### src/rtl/rvx10_mc_ctrl.sv
// rvx10_mc_ctrl: Moore control FSM that steps the shared RVX10 multicycle datapath through fetch/decode/execute.
// Latency: 3 cycles (beq) to 5 cycles (lw) per instruction plus memory wait cycles; outputs decode from state.
// Backpressure: MemReady low holds FETCH, MEMRD and MEMWR in place; no register write is issued while waiting.
//
// Ports: clk/reset (async, active-high); op/funct3/funct7b5/funct7_2b from IR; Zero from ALU;
//        MemReady from the memory port; PCWrite/AdrSrc/MemWrite/IRWrite/ResultSrc/ALUSrcA/ALUSrcB/
//        ImmSrc/RegWrite/ALUControl steer the datapath; Illegal is the trap flag; InstRet counts retirements.

// aludec: ALU operation decoder, shared by base RV32I ops and RVX10 custom-0 ops.
// Combinational, zero latency; no handshake.
// Ports: i_opb5/i_funct3/i_funct7b5/i_funct7_2b from IR, i_alu_op from the FSM, o_alu_control to the ALU.
module aludec (
    input  logic       i_opb5,
    input  logic [2:0] i_funct3,
    input  logic       i_funct7b5,
    input  logic [1:0] i_funct7_2b,
    input  logic [1:0] i_alu_op,
    output logic [3:0] o_alu_control
);
    localparam logic [3:0] ALU_ADD = 4'b0000;
    localparam logic [3:0] ALU_SUB = 4'b0001;
    localparam logic [3:0] ALU_AND = 4'b0010;
    localparam logic [3:0] ALU_OR  = 4'b0011;
    localparam logic [3:0] ALU_XOR = 4'b0100;
    localparam logic [3:0] ALU_SLT = 4'b0101;

    always_comb begin
        o_alu_control = ALU_ADD;
        case (i_alu_op)
            2'b00: o_alu_control = ALU_ADD;
            2'b01: o_alu_control = ALU_SUB;
            2'b10: begin
                case (i_funct3)
                    // sub only for R-type (op[5]=1); addi ignores imm bit 30
                    3'b000:  o_alu_control = (i_funct7b5 & i_opb5) ? ALU_SUB : ALU_ADD;
                    3'b010:  o_alu_control = ALU_SLT;
                    3'b100:  o_alu_control = ALU_XOR;
                    3'b110:  o_alu_control = ALU_OR;
                    3'b111:  o_alu_control = ALU_AND;
                    default: o_alu_control = ALU_ADD;
                endcase
            end
            default: begin
                // RVX10 ops occupy codes 0110..1111 in {funct7_2b, funct3} order
                case ({i_funct7_2b, i_funct3})
                    5'b00_000: o_alu_control = 4'b0110; // andn
                    5'b00_001: o_alu_control = 4'b0111; // orn
                    5'b00_010: o_alu_control = 4'b1000; // xnor
                    5'b01_000: o_alu_control = 4'b1001; // min
                    5'b01_001: o_alu_control = 4'b1010; // max
                    5'b01_010: o_alu_control = 4'b1011; // minu
                    5'b01_011: o_alu_control = 4'b1100; // maxu
                    5'b10_000: o_alu_control = 4'b1101; // rol
                    5'b10_001: o_alu_control = 4'b1110; // ror
                    5'b11_000: o_alu_control = 4'b1111; // abs
                    default:   o_alu_control = ALU_ADD;
                endcase
            end
        endcase
    end
endmodule

module rvx10_mc_ctrl #(
    parameter int CNT_W = 32
) (
    input  logic             clk,
    input  logic             reset,
    input  logic [6:0]       op,
    input  logic [2:0]       funct3,
    input  logic             funct7b5,
    input  logic [1:0]       funct7_2b,
    input  logic             Zero,
    input  logic             MemReady,
    output logic             PCWrite,
    output logic             AdrSrc,
    output logic             MemWrite,
    output logic             IRWrite,
    output logic [1:0]       ResultSrc,
    output logic [1:0]       ALUSrcA,
    output logic [1:0]       ALUSrcB,
    output logic [1:0]       ImmSrc,
    output logic             RegWrite,
    output logic [3:0]       ALUControl,
    output logic             Illegal,
    output logic [CNT_W-1:0] InstRet
);
    localparam logic [6:0] OP_LW  = 7'b0000011;
    localparam logic [6:0] OP_SW  = 7'b0100011;
    localparam logic [6:0] OP_R   = 7'b0110011;
    localparam logic [6:0] OP_I   = 7'b0010011;
    localparam logic [6:0] OP_BEQ = 7'b1100011;
    localparam logic [6:0] OP_JAL = 7'b1101111;
    localparam logic [6:0] OP_RVX = 7'b0001011;

    typedef enum logic [3:0] {
        S_FETCH, S_DECODE, S_MEMADR, S_MEMRD, S_MEMWB, S_MEMWR, S_EXECR,
        S_EXECI, S_EXECX, S_ALUWB, S_JAL, S_BEQ, S_TRAP
    } state_t;

    state_t           r_state;
    state_t           w_next;
    logic [CNT_W-1:0] r_instret;
    logic [1:0]       w_alu_op;
    logic             w_pc_update;
    logic             w_branch;
    logic             w_ir_write;
    logic             w_mem_write;
    logic             w_reg_write;
    logic             w_rvx_legal;
    logic             w_retire;

    // Populated RVX10 slots: 3, 4, 2 and 1 ops for funct7_2b = 00, 01, 10, 11.
    always_comb begin
        case (funct7_2b)
            2'b00:   w_rvx_legal = (funct3 <= 3'd2);
            2'b01:   w_rvx_legal = (funct3 <= 3'd3);
            2'b10:   w_rvx_legal = (funct3 <= 3'd1);
            default: w_rvx_legal = (funct3 == 3'd0);
        endcase
    end

    always_comb begin
        case (op)
            OP_SW:   ImmSrc = 2'b01;
            OP_BEQ:  ImmSrc = 2'b10;
            OP_JAL:  ImmSrc = 2'b11;
            default: ImmSrc = 2'b00;
        endcase
    end

    always_ff @(posedge clk or posedge reset) begin
        if (reset) r_state <= S_FETCH;
        else       r_state <= w_next;
    end

    always_comb begin
        w_next      = r_state;
        AdrSrc      = 1'b0;
        ResultSrc   = 2'b00;
        ALUSrcA     = 2'b00;
        ALUSrcB     = 2'b00;
        w_alu_op    = 2'b00;
        w_pc_update = 1'b0;
        w_branch    = 1'b0;
        w_ir_write  = 1'b0;
        w_mem_write = 1'b0;
        w_reg_write = 1'b0;
        case (r_state)
            S_FETCH: begin
                ALUSrcB     = 2'b10;
                ResultSrc   = 2'b10;
                w_ir_write  = MemReady;
                w_pc_update = MemReady;
                if (MemReady) w_next = S_DECODE;
            end
            S_DECODE: begin
                ALUSrcA = 2'b01;
                ALUSrcB = 2'b01;
                case (op)
                    OP_LW, OP_SW: w_next = S_MEMADR;
                    OP_R:         w_next = S_EXECR;
                    OP_I:         w_next = S_EXECI;
                    OP_JAL:       w_next = S_JAL;
                    OP_BEQ:       w_next = S_BEQ;
                    OP_RVX:       w_next = w_rvx_legal ? S_EXECX : S_TRAP;
                    default:      w_next = S_TRAP;
                endcase
            end
            S_MEMADR: begin
                ALUSrcA = 2'b10;
                ALUSrcB = 2'b01;
                w_next  = (op == OP_SW) ? S_MEMWR : S_MEMRD;
            end
            S_MEMRD: begin
                AdrSrc = 1'b1;
                if (MemReady) w_next = S_MEMWB;
            end
            S_MEMWB: begin
                ResultSrc   = 2'b01;
                w_reg_write = 1'b1;
                w_next      = S_FETCH;
            end
            S_MEMWR: begin
                AdrSrc      = 1'b1;
                w_mem_write = 1'b1;
                if (MemReady) w_next = S_FETCH;
            end
            S_EXECR: begin
                ALUSrcA  = 2'b10;
                w_alu_op = 2'b10;
                w_next   = S_ALUWB;
            end
            S_EXECI: begin
                ALUSrcA  = 2'b10;
                ALUSrcB  = 2'b01;
                w_alu_op = 2'b10;
                w_next   = S_ALUWB;
            end
            S_EXECX: begin
                ALUSrcA  = 2'b10;
                w_alu_op = 2'b11;
                w_next   = S_ALUWB;
            end
            S_ALUWB: begin
                w_reg_write = 1'b1;
                w_next      = S_FETCH;
            end
            S_JAL: begin
                // ALU forms OldPC+4 for rd while PC takes the jump target
                ALUSrcA     = 2'b01;
                ALUSrcB     = 2'b10;
                w_pc_update = 1'b1;
                w_next      = S_ALUWB;
            end
            S_BEQ: begin
                ALUSrcA  = 2'b10;
                w_alu_op = 2'b01;
                w_branch = 1'b1;
                w_next   = S_FETCH;
            end
            S_TRAP: w_next = S_TRAP;
            default: w_next = S_FETCH;
        endcase
    end

    // Enables are gated by reset directly so an abandoned access cannot write while reset is held.
    assign PCWrite  = ~reset & (w_pc_update | (w_branch & Zero));
    assign IRWrite  = ~reset & w_ir_write;
    assign MemWrite = ~reset & w_mem_write;
    assign RegWrite = ~reset & w_reg_write;
    assign Illegal  = (r_state == S_TRAP);

    // jal passes through ALUWB, so it is counted there and not at S_JAL.
    assign w_retire = (r_state == S_MEMWB) | (r_state == S_ALUWB) | (r_state == S_BEQ)
                    | ((r_state == S_MEMWR) & MemReady);

    always_ff @(posedge clk or posedge reset) begin
        if (reset)         r_instret <= '0;
        else if (w_retire) r_instret <= r_instret + {{(CNT_W-1){1'b0}}, 1'b1};
    end

    assign InstRet = r_instret;

    aludec u_aludec (
        .i_opb5        (op[5]),
        .i_funct3      (funct3),
        .i_funct7b5    (funct7b5),
        .i_funct7_2b   (funct7_2b),
        .i_alu_op      (w_alu_op),
        .o_alu_control (ALUControl)
    );
endmodule
### config.mk
export PLATFORM = sky130hd
export DESIGN_NAME = rvx10_mc_ctrl
export DESIGN_NICKNAME = d
export VERILOG_FILES = /design/src/rtl/rvx10_mc_ctrl.sv
export SDC_FILE = /design/constraint.sdc
export NUM_CORES = 1
export LEC_CHECK = 0
export BUFFER_PORTS_ARGS = -buffer_cell sky130_fd_sc_hd__buf_2
export CAP_MARGIN = 20
export CORE_ASPECT_RATIO = 1.2
export CORE_MARGIN = 2
export CORE_UTILIZATION = 40
export CTS_BUF_LIST = sky130_fd_sc_hd__clkbuf_2
export DETAILED_ROUTE_END_ITERATION = 6
export GPL_TIMING_DRIVEN = 0
export PLACE_DENSITY = 0.66
export SETUP_SLACK_MARGIN = 0.1
export SYNTH_ARGS = -nofsm -noshare
export SYNTH_HDL_FRONTEND = slang
export SYNTH_SLANG_ARGS = --single-unit
### constraint.sdc
create_clock -name clk -period 3.5 [get_ports clk]
set_clock_uncertainty 0.1 [all_clocks]
set_input_delay 0.175 -clock clk [delete_from_list [all_inputs] [get_ports clk]]
set_output_delay 0.175 -clock clk [all_outputs]
set_load 0.1 [all_outputs]
==> metrics, run 1 <==
Data arrival, critical path 2520 ps; Critical Path Stages 6; critical path startpoint r_state[1]; Simple-Gate Fraction of Synth Area 0.296; Cell Int Power 827 uW; slew at the pin closest to its max-slew limit 754 ps; gr ovfl total 0; post-route insts no fill 415; antenna violations before repair 0; cts repair resizes 0; nets@finish 356; clk buf depth 2; Routed Wire Length 5370 um; Syn Nets 285; CP Cell Sequence clkbuf_1 -> buf_1 -> nand2_1 -> a21boi_0 -> o22ai_1 -> buf_2; die width 74.0 um; PnR Total Power 1990 uW; pre-CTS WS 1180 ps; Ports 67; endpoints failing setup 0; largest net degree at the start of global routing 38; number of global-route vias before repair 1909; final critical-path required period 2800 ps; Final WS setup 701 ps; Die Area 6520 um2; worst-path fanout max 10; Worst Path Buf+Inv 3; Avg Inst Size Synth 8.95 um2; CP peak stage delay 460 ps; GPL Wtd Cong 0.845; first-pass GRT wire length 8650 um; Compound-Gate Fraction of Synth Area 0.102; dpl hpwl 3900 um; Synth Warn # 0; type of origin of the critical path register; most common cell after layout, fill and taps aside buf_2; Net Sw Frac 0.584; Post-DRT Antenna Nets 0; P per Cell Area 695 nW/um2; Root Driver clkbuf_2; Adder-Cell Fraction of Synth Area 0.0266; status finished, final reports clean; worst skew pair latency 390 ps; WHS 186 ps; routed len/inst 12.9 um; R2R cell count 6; slew margin rel. 0.497; Max Freq 357 MHz; CTS buffer count 5; Ant. Diodes 0; Reg power frac 0.257; Fin. Hold Viols 0; slowest stage cell, crit path dfrtp_1; area of the core 5670 um2; final period utilization 0.800; layout cells sized above 1 0.254; post-synthesis xor/xnor area fraction 0.127; TritonCTS clock tree done; DR pass1 iterations 4; Gate Count Post-Synth 263; Max-Cap Viols 0; final core utilization 0.504; switching power of the nets 1160 uW; Leak 0.00140 uW; Hold Path Class input pin to register; Placed Instances 405; H-tree depth 2; Port Buffers 62; hold path startpoint op[4]; R2R Path Start r_state[0]; CP top delay family buffers and inverters; Netlist cell types 43; Syn-to-layout area delta 21.4%; Syn Std Cell Area 2350 um2; register area share after synthesis 0.383; Total GRT Usage 0.166; CP Data Required Time 3220 ps; drt via density 5.13; clock sinks 36; portion of netlist area occupied by mux cells 0.0186; Max IR drop VDD 0.000506 V; part of the power in the clock network 0.129; R2R Path End InstRet[17]; Initial Util 0.415; drt first-iter violations 71; critical path class register to primary output; # rows 30; commonest cells after routing, fill and taps aside 67 x buf_2, 36 x dfrtp_1, 31 x xnor2_1; Die Y 88.0 um; largest family of logic cells by synthesized area simple AND/OR/NAND/NOR gates; R2R Setup Slk 1500 ps; Comb pwr share 0.615; synthesized flop and latch total 36; final count of pins violating max slew 0; via count 2131; CP Capture Type primary output; drt drc 0; RSZ-0062 raised after global routing no; CTS clk-pin slew, worst paths 170 ps; Worst Setup EP ALUControl[0]
-- logic make-up (layout without fill, tap and decap cells) --
kind of cell               count (synthesis)  count (layout)
and+or+nand+nor                          125             125
AOI/OAI and AO/OA                         36              36
DFF                                       36              36
xor gates and xnor gates                  34              34
buffers and inverters                     23              95
adders and majority gates                  5               5
muxes                                      4               4
-- metal layers --
metal  global-route usage  share of wire  vias to the layer above
met5                    0              0                        -
met4               0.0496         0.0088                        0
met3               0.0334          0.040                        4
met2                0.261           0.47                       54
met1                0.229           0.48                      988
li1                     -              -                     1085
-- registers in the layout, summed over array words and instances (netlist names) --
name and flops:
InstRet 32, r_state 4
-- worst reg2reg max path, cell delays in order, from the launching register on --
cell and delay, ps:
dfrtp_1 480, nor2b_1 200, o31ai_2 310, and4_1 370, buf_4 220, nand3_1 100
xnor2_1 130
-- power by group through the flow --
stage | logic [uW] | registers [uW] | clock network [uW]
2_1_floorplan | 842 | 709 | 0
3_3_place_gp | 1210 | 516 | 0
3_5_place_dp | 1220 | 518 | 0
4_1_cts | 1220 | 510 | 262
5_1_grt | 1280 | 520 | 288
6_report | 1220 | 509 | 255
-- metrics by stage --
stage	setup TNS, ps	instance area, um2
global route	0	2860
detailed placement	0	2780
floorplan	-169	2360
global placement	0	2780
finish	0	2860
CTS	0	2860
-- area by class of cell --
cell class                 count  area [um2]
timing repair buffer          64         330
multi-input combinational    204        1350
clock inverter                 3        37.5
sequential                    36         901
tap                           80         100
clock buffer                   5        25.0
buffer                        17        88.8
fill                         554        2810
inverter                       6        22.5
-- synth_stat cells (all sizes together) --
library cell | count | share of area
xnor2 | 31 | 0.12
a31oi | 3 | 0.0080
o311ai | 1 | 0.0037
nor4b | 2 | 0.0074
and4 | 5 | 0.019
nor4 | 3 | 0.0080
clkbuf | 6 | 0.0096
xor2 | 3 | 0.011
o22ai | 7 | 0.019
or4 | 1 | 0.0032
a41oi | 1 | 0.0037
nor3b | 1 | 0.0080
buf | 11 | 0.028
o31ai | 2 | 0.0085
or3 | 1 | 0.0027
and4b | 1 | 0.0043
a2111oi | 1 | 0.0037
nand4 | 11 | 0.029
o22a | 2 | 0.0074
mux2i | 1 | 0.0043
nand2b | 11 | 0.029
inv | 6 | 0.0096
a211oi | 2 | 0.0064
nand2 | 19 | 0.030
and3 | 13 | 0.035
nand3b | 3 | 0.0096
mux2 | 3 | 0.014
a21oi | 5 | 0.011
o21a | 2 | 0.0064
ha | 5 | 0.027
o31a | 1 | 0.0037
nand3 | 19 | 0.040
a21boi | 2 | 0.0064
nor3 | 14 | 0.030
and2 | 3 | 0.0080
o21ai | 7 | 0.015
nor2b | 4 | 0.011
dfrtp | 36 | 0.38
nor2 | 14 | 0.022
-- what timing repair did --
item	CTS	global route
buffers inserted	0	0
hold buffers	2	0
endpoints found under the hold margin	37	0
-- worst min path at each step --
stage,cells after the start,endpoint,slack (ps)
final,5,r_state[1],190
after global routing,5,r_state[1],230
after CTS,5,r_state[1],160
after detailed placement,2,InstRet[1],290
after global placement,1,InstRet[31],360
after floorplan,1,r_state[1],170
Power figures use the tool's default switching activity.
==> run 2: changes to the inputs <==
--- a/config.mk
+++ b/config.mk
@@ -13,7 +13,7 @@
 export CTS_BUF_LIST = sky130_fd_sc_hd__clkbuf_2
 export DETAILED_ROUTE_END_ITERATION = 6
 export GPL_TIMING_DRIVEN = 0
-export PLACE_DENSITY = 0.66
+export PLACE_DENSITY = 0.69
 export SETUP_SLACK_MARGIN = 0.1
 export SYNTH_ARGS = -nofsm -noshare
 export SYNTH_HDL_FRONTEND = slang
==> constraint.sdc (replaced) <==
create_clock -name clk -period 2.3 [get_ports clk]
set_clock_uncertainty 0.1 [all_clocks]
set_input_delay 0.115 -clock clk [delete_from_list [all_inputs] [get_ports clk]]
set_output_delay 0.115 -clock clk [all_outputs]
set_load 0.1 [all_outputs]
==> run 2 against run 1 <==
Compared with the run above:
- global-route usage is 2.2 points higher
- via count grew 3.9%
- total power rose by 70%
- non-clock buffer count grew 4
- utilization increased by 5.6 points
- cell count up 0.96%
- first-iteration DRC count rose by 120%
- routed wire length increased by 9.4%
- largest power group unchanged
==> metrics, run 2 (synthesized netlist as in run 1, its figures left out) <==
Ports 67; Root Driver clkbuf_2; layout cells sized above 1 0.378; slew at the pin closest to its max-slew limit 708 ps; GPL Wtd Cong 0.819; Max IR drop VDD 0.000945 V; Die Area 6520 um2; clk buf depth 2; worst-path fanout max 7; TritonCTS clock tree done; endpoints failing setup 0; hold depth 5; H-tree depth 2; CP Data Required Time 2090 ps; drt first-iter violations 158; Die Y 88.0 um; Final TNS setup 0 ps; Register Area 918 um2; Ant. Diodes 0; Placed Instances 405; met3 GRT Util 0.0380; via count 2214; dpl hpwl 4300 um; status finished, final reports clean; die width 74.0 um; # rows 30; first-pass GRT wire length 9650 um; CP Capture Type primary output; # fillers 512; Leak 0.00146 uW; drt via density 5.28; Port Buffers 62; drt drc 0; critical path class register to primary output; nets@finish 360; largest net degree at the start of global routing 37; CTS buffer count 5; Syn-to-layout area delta 34.8%; Post-DRT Antenna Nets 0; gr ovfl total 0; final critical-path required period 2130 ps; M1 GR Usage 0.228; number of global-route vias before repair 2127; met2 usage 0.327; Initial Util 0.415; RSZ-0062 raised after global routing yes; area of the core 5670 um2; Max-Cap Viols 0; commonest cells after routing, fill and taps aside 54 x buf_2, 31 x xnor2_1, 22 x dfrtp_1; type of origin of the critical path register; area of the multi-input gates 1490 um2; routed len/inst 14.0 um; antenna violations before repair 0; Fin. Hold Viols 0; CTS clk-pin slew, worst paths 170 ps; slew margin rel. 0.524; Max Freq 471 MHz; P per Cell Area 1060 nW/um2; placed cell areas 2920 um2; clock sinks 36; design area 3170 um2; R2R cell count 6; final count of pins violating max slew 0; final core utilization 0.560; Largest register FFs 32; final period utilization 0.924; Data arrival, critical path 1910 ps; Most Used Layer, Global Route met2; worst skew pair latency 370 ps; post-route insts no fill 419; Routed Wire Length 5870 um; most common cell after layout, fill and taps aside buf_2; Total GRT Usage 0.188; Hold Path Class input pin to register; DR pass1 iterations 4
-- run 2: power by group --
group | leakage (uW) | total, uW | internal, uW | switching, uW
Clock | 0.0000430 | 397 | 187 | 210
Sequential | 0.000470 | 784 | 710 | 74.6
Combinational | 0.000942 | 2190 | 567 | 1630
Total | 0.00146 | 3380 | 1460 | 1910
-- run 2: worst max-delay path, cell delays in order, from the launching register on --
cell and delay [ps]:
dfrtp_2 490, nand2b_2 240, or4_1 510, o21ai_2 110, buf_12 200
-- run 2: final cells by class --
class | instances | area share
Sequential cell | 36 | 0.289
Clock inverter | 2 | 0.0110
Buffer | 17 | 0.0347
Timing Repair Buffer | 68 | 0.147
Multi-Input combinational cell | 204 | 0.469
Inverter | 6 | 0.00710
Clock buffer | 6 | 0.00946
Tap cell | 80 | 0.0315
-- run 2: metal layers --
metal / vias to the layer above / part of all wire / wire length [um]
li1: 1088 / - / -
met1: 1047 / 0.41 / 2400
met2: 66 / 0.53 / 3090
met3: 13 / 0.047 / 274
met4: 0 / 0.019 / 110
met5: - / 0 / 0
-- run 2: path summary, 6_finish.rpt --
| check | endpoint | slack, ps | from |
|---|---|---|---|
| max | ALUControl[1] | 170 | r_state[0] |
| min | r_state[1] | 150 | op[4] |
| max reg2reg | r_state[2] | 220 | r_state[3] |
| min reg2reg | InstRet[31] | 390 | InstRet[31] |
| max in group asynchronous | InstRet[1] | 1600 | reset |
| min in group asynchronous | InstRet[17] | 290 | reset |
-- run 2: through the flow --
stage,hold WS (ps),worst slack (ps),total power (uW)
floorplan,116,-688,2520
global placement,321,-74.8,2810
detailed placement,288,-61.1,2820
CTS,111,42.3,3330
global route,192,77.6,3540
finish,146,175,3380
-- run 2: what timing repair did --
action	4_1_cts	5_1_grt
setup buffers	1	2
endpoints found under the setup margin	13	11
endpoints found under the hold margin	37	0
pin swaps	0	1
gates resized for setup	29	18
hold buffers	3	0
==> run 3: changes to the inputs <==
==> constraint.sdc (replaced) <==
create_clock -name clk -period 2.3 [get_ports clk]
set_clock_uncertainty 0.1 [all_clocks]
set_input_delay 0.46 -clock clk [delete_from_list [all_inputs] [get_ports clk]]
set_output_delay 0.46 -clock clk [all_outputs]
set_load 0.1 [all_outputs]
==> run 3 against run 2 <==
Compared with the run above:
- the run now ends with setup timing left
- setup slack worse by 310 ps
- clock-buffer cell count stayed put
- largest power group unchanged
- critical path depth is 5 higher
- cell count is 4.5% higher
- worst hold slack worse by 25 ps
- combinational power is 38% higher
==> metrics, run 3 (synthesized netlist as in run 1, its figures left out) <==
Leak 0.00165 uW; final core utilization 0.664; Die Area 6520 um2; CP Capture Type primary output; cts hold-fix bufs 0; P per Cell Area 1090 nW/um2; Max-Cap Viols 0; critical path class input pin to primary output; Initial Util 0.415; CP top delay family simple AND/OR/NAND/NOR gates; Hold Path Class input pin to asynchronous set/reset pin; RSZ-0062 raised after global routing yes; Post-DRT Antenna Nets 0; Net Sw Frac 0.527; Ports 67; Max Freq 411 MHz; GPL Wtd Cong 0.826; dpl hpwl 4320 um; TritonCTS clock tree done; WHS 122 ps; slew margin rel. 0.553; slowest stage cell, crit path or4_4; Worst Path Buf+Inv 3; drt via density 5.33; slew at the pin closest to its max-slew limit 670 ps; R2R Path Start r_state[2]; Data arrival, critical path 1870 ps; design area 3760 um2; type of origin of the critical path input pin; commonest cells after routing, fill and taps aside 45 x buf_2, 31 x xnor2_1, 22 x dfrtp_1; CP peak stage delay 440 ps; Fin. Hold Viols 0; number of global-route vias before repair 2243; Port Buffers 62; H-tree depth 2; failing checks setup timing; area of the core 5670 um2; layout cells sized above 1 0.466; worst-path fanout max 6; R2R Path End r_state[2]; # fillers 413; drt drc 0; final count of pins violating max slew 0; switching power of the nets 2170 uW; Final WS setup -135 ps; CTS buffer count 5; Reg power frac 0.192; final critical-path required period 2430 ps; R2R cell count 7; Ant. Diodes 0; Syn-to-layout area delta 59.9%; status finished with violations; nets@finish 379; drt first-iter violations 117; gr ovfl total 0; Comb pwr share 0.738; final period utilization 1.06; R2R Setup Slk 130 ps; DR pass1 iterations 4; routed len/inst 14.9 um; # rows 30; Cell Int Power 1950 uW; clk buf depth 2; die width 74.0 um; CP Cell Sequence buf_4 -> inv_4 -> ha_4 -> mux2_4 -> and3_4 -> a31oi_1 -> or4_4 -> o21ai_4 -> buf_12; Root Driver clkbuf_2; via count 2334; clock sinks 36; CTS clk-pin slew, worst paths 190 ps; Routed Wire Length 6510 um; antenna violations before repair 0; largest net degree at the start of global routing 23; worst skew pair latency 390 ps; CP Data Required Time 1740 ps; Max IR drop VDD 0.000553 V; Largest register FFs 32; endpoints failing setup 9; part of the power in the clock network 0.071; Die Y 88.0 um; first-pass GRT wire length 10500 um; Total GRT Usage 0.205; placed cell areas 3040 um2; most common cell after layout, fill and taps aside buf_2
run 3: cell count changes in the layout (fill, tap and decap cells not counted), moves of 3 or more:
cell	before	now
buf_8	1	4
buf_4	15	21
nand2b_4	0	3
nor2_4	1	4
buf_2	54	45
buf_12	5	18
buf_6	3	8
run 3: worst max path at each step:
stage,slack (ps),endpoint,cells past startpoint,startpoint
after global placement,-780,IRWrite,4,reset
after global routing,-200,ALUControl[2],6,r_state[1]
after CTS,-140,ALUControl[1],4,r_state[0]
after detailed placement,-550,ALUControl[1],9,funct3[1]
final,-130,ALUControl[1],9,funct3[0]
after floorplan,-560,IRWrite,3,r_state[0]
run 3: layout make-up:
cell class / instances / area, um2 / share of cell area
buffer: 17 / 179 / 0.0475
clock buffer: 6 / 30.0 / 0.00798
inverter: 6 / 27.5 / 0.00731
tap: 80 / 100 / 0.0266
multi-input combinational: 204 / 1680 / 0.446
timing repair buffer: 87 / 820 / 0.218
sequential: 36 / 918 / 0.244
clock inverter: 2 / 11.3 / 0.00299
run 3: power groups by stage:
stage | registers [uW] | clock network (uW) | logic (uW)
after global placement | 794 | 0 | 2110
after floorplan | 1090 | 0 | 1530
after global routing | 801 | 337 | 3160
after CTS | 783 | 301 | 2720
final | 788 | 291 | 3030
after detailed placement | 794 | 0 | 2130
run 3: repair_timing:
action / in CTS / in global routing
buffers inserted: 12 / 12
setup endpoints to repair: 16 / 24
resized for setup: 98 / 23
pin swaps: 13 / 9
run 3: routing by layer:
metal,wire [um],vias up,GRT usage
li1,-,1132,-
met1,2770,1116,0.260
met2,3320,75,0.347
met3,305,11,0.0380
met4,114,0,0.0694
met5,0,-,0
run 3: through the flow:
step / setup WS, ps / setup TNS (ps) / cells / total power (uW)
after floorplan: -560 / -891 / 263 / 2610
after global placement: -781 / -1510 / 405 / 2910
after detailed placement: -549 / -992 / 406 / 2920
after CTS: -140 / -555 / 426 / 3800
after global routing: -196 / -1600 / 438 / 4300
final: -135 / -488 / 438 / 4110
run 3: worst register-to-register path: cells and delay by family (launching register included):
kind,cells,cell delay [ps]
DFF,1,410
AOI/OAI and AO/OA,4,1070
and+or+nand+nor,1,230
buffers and inverters,2,270
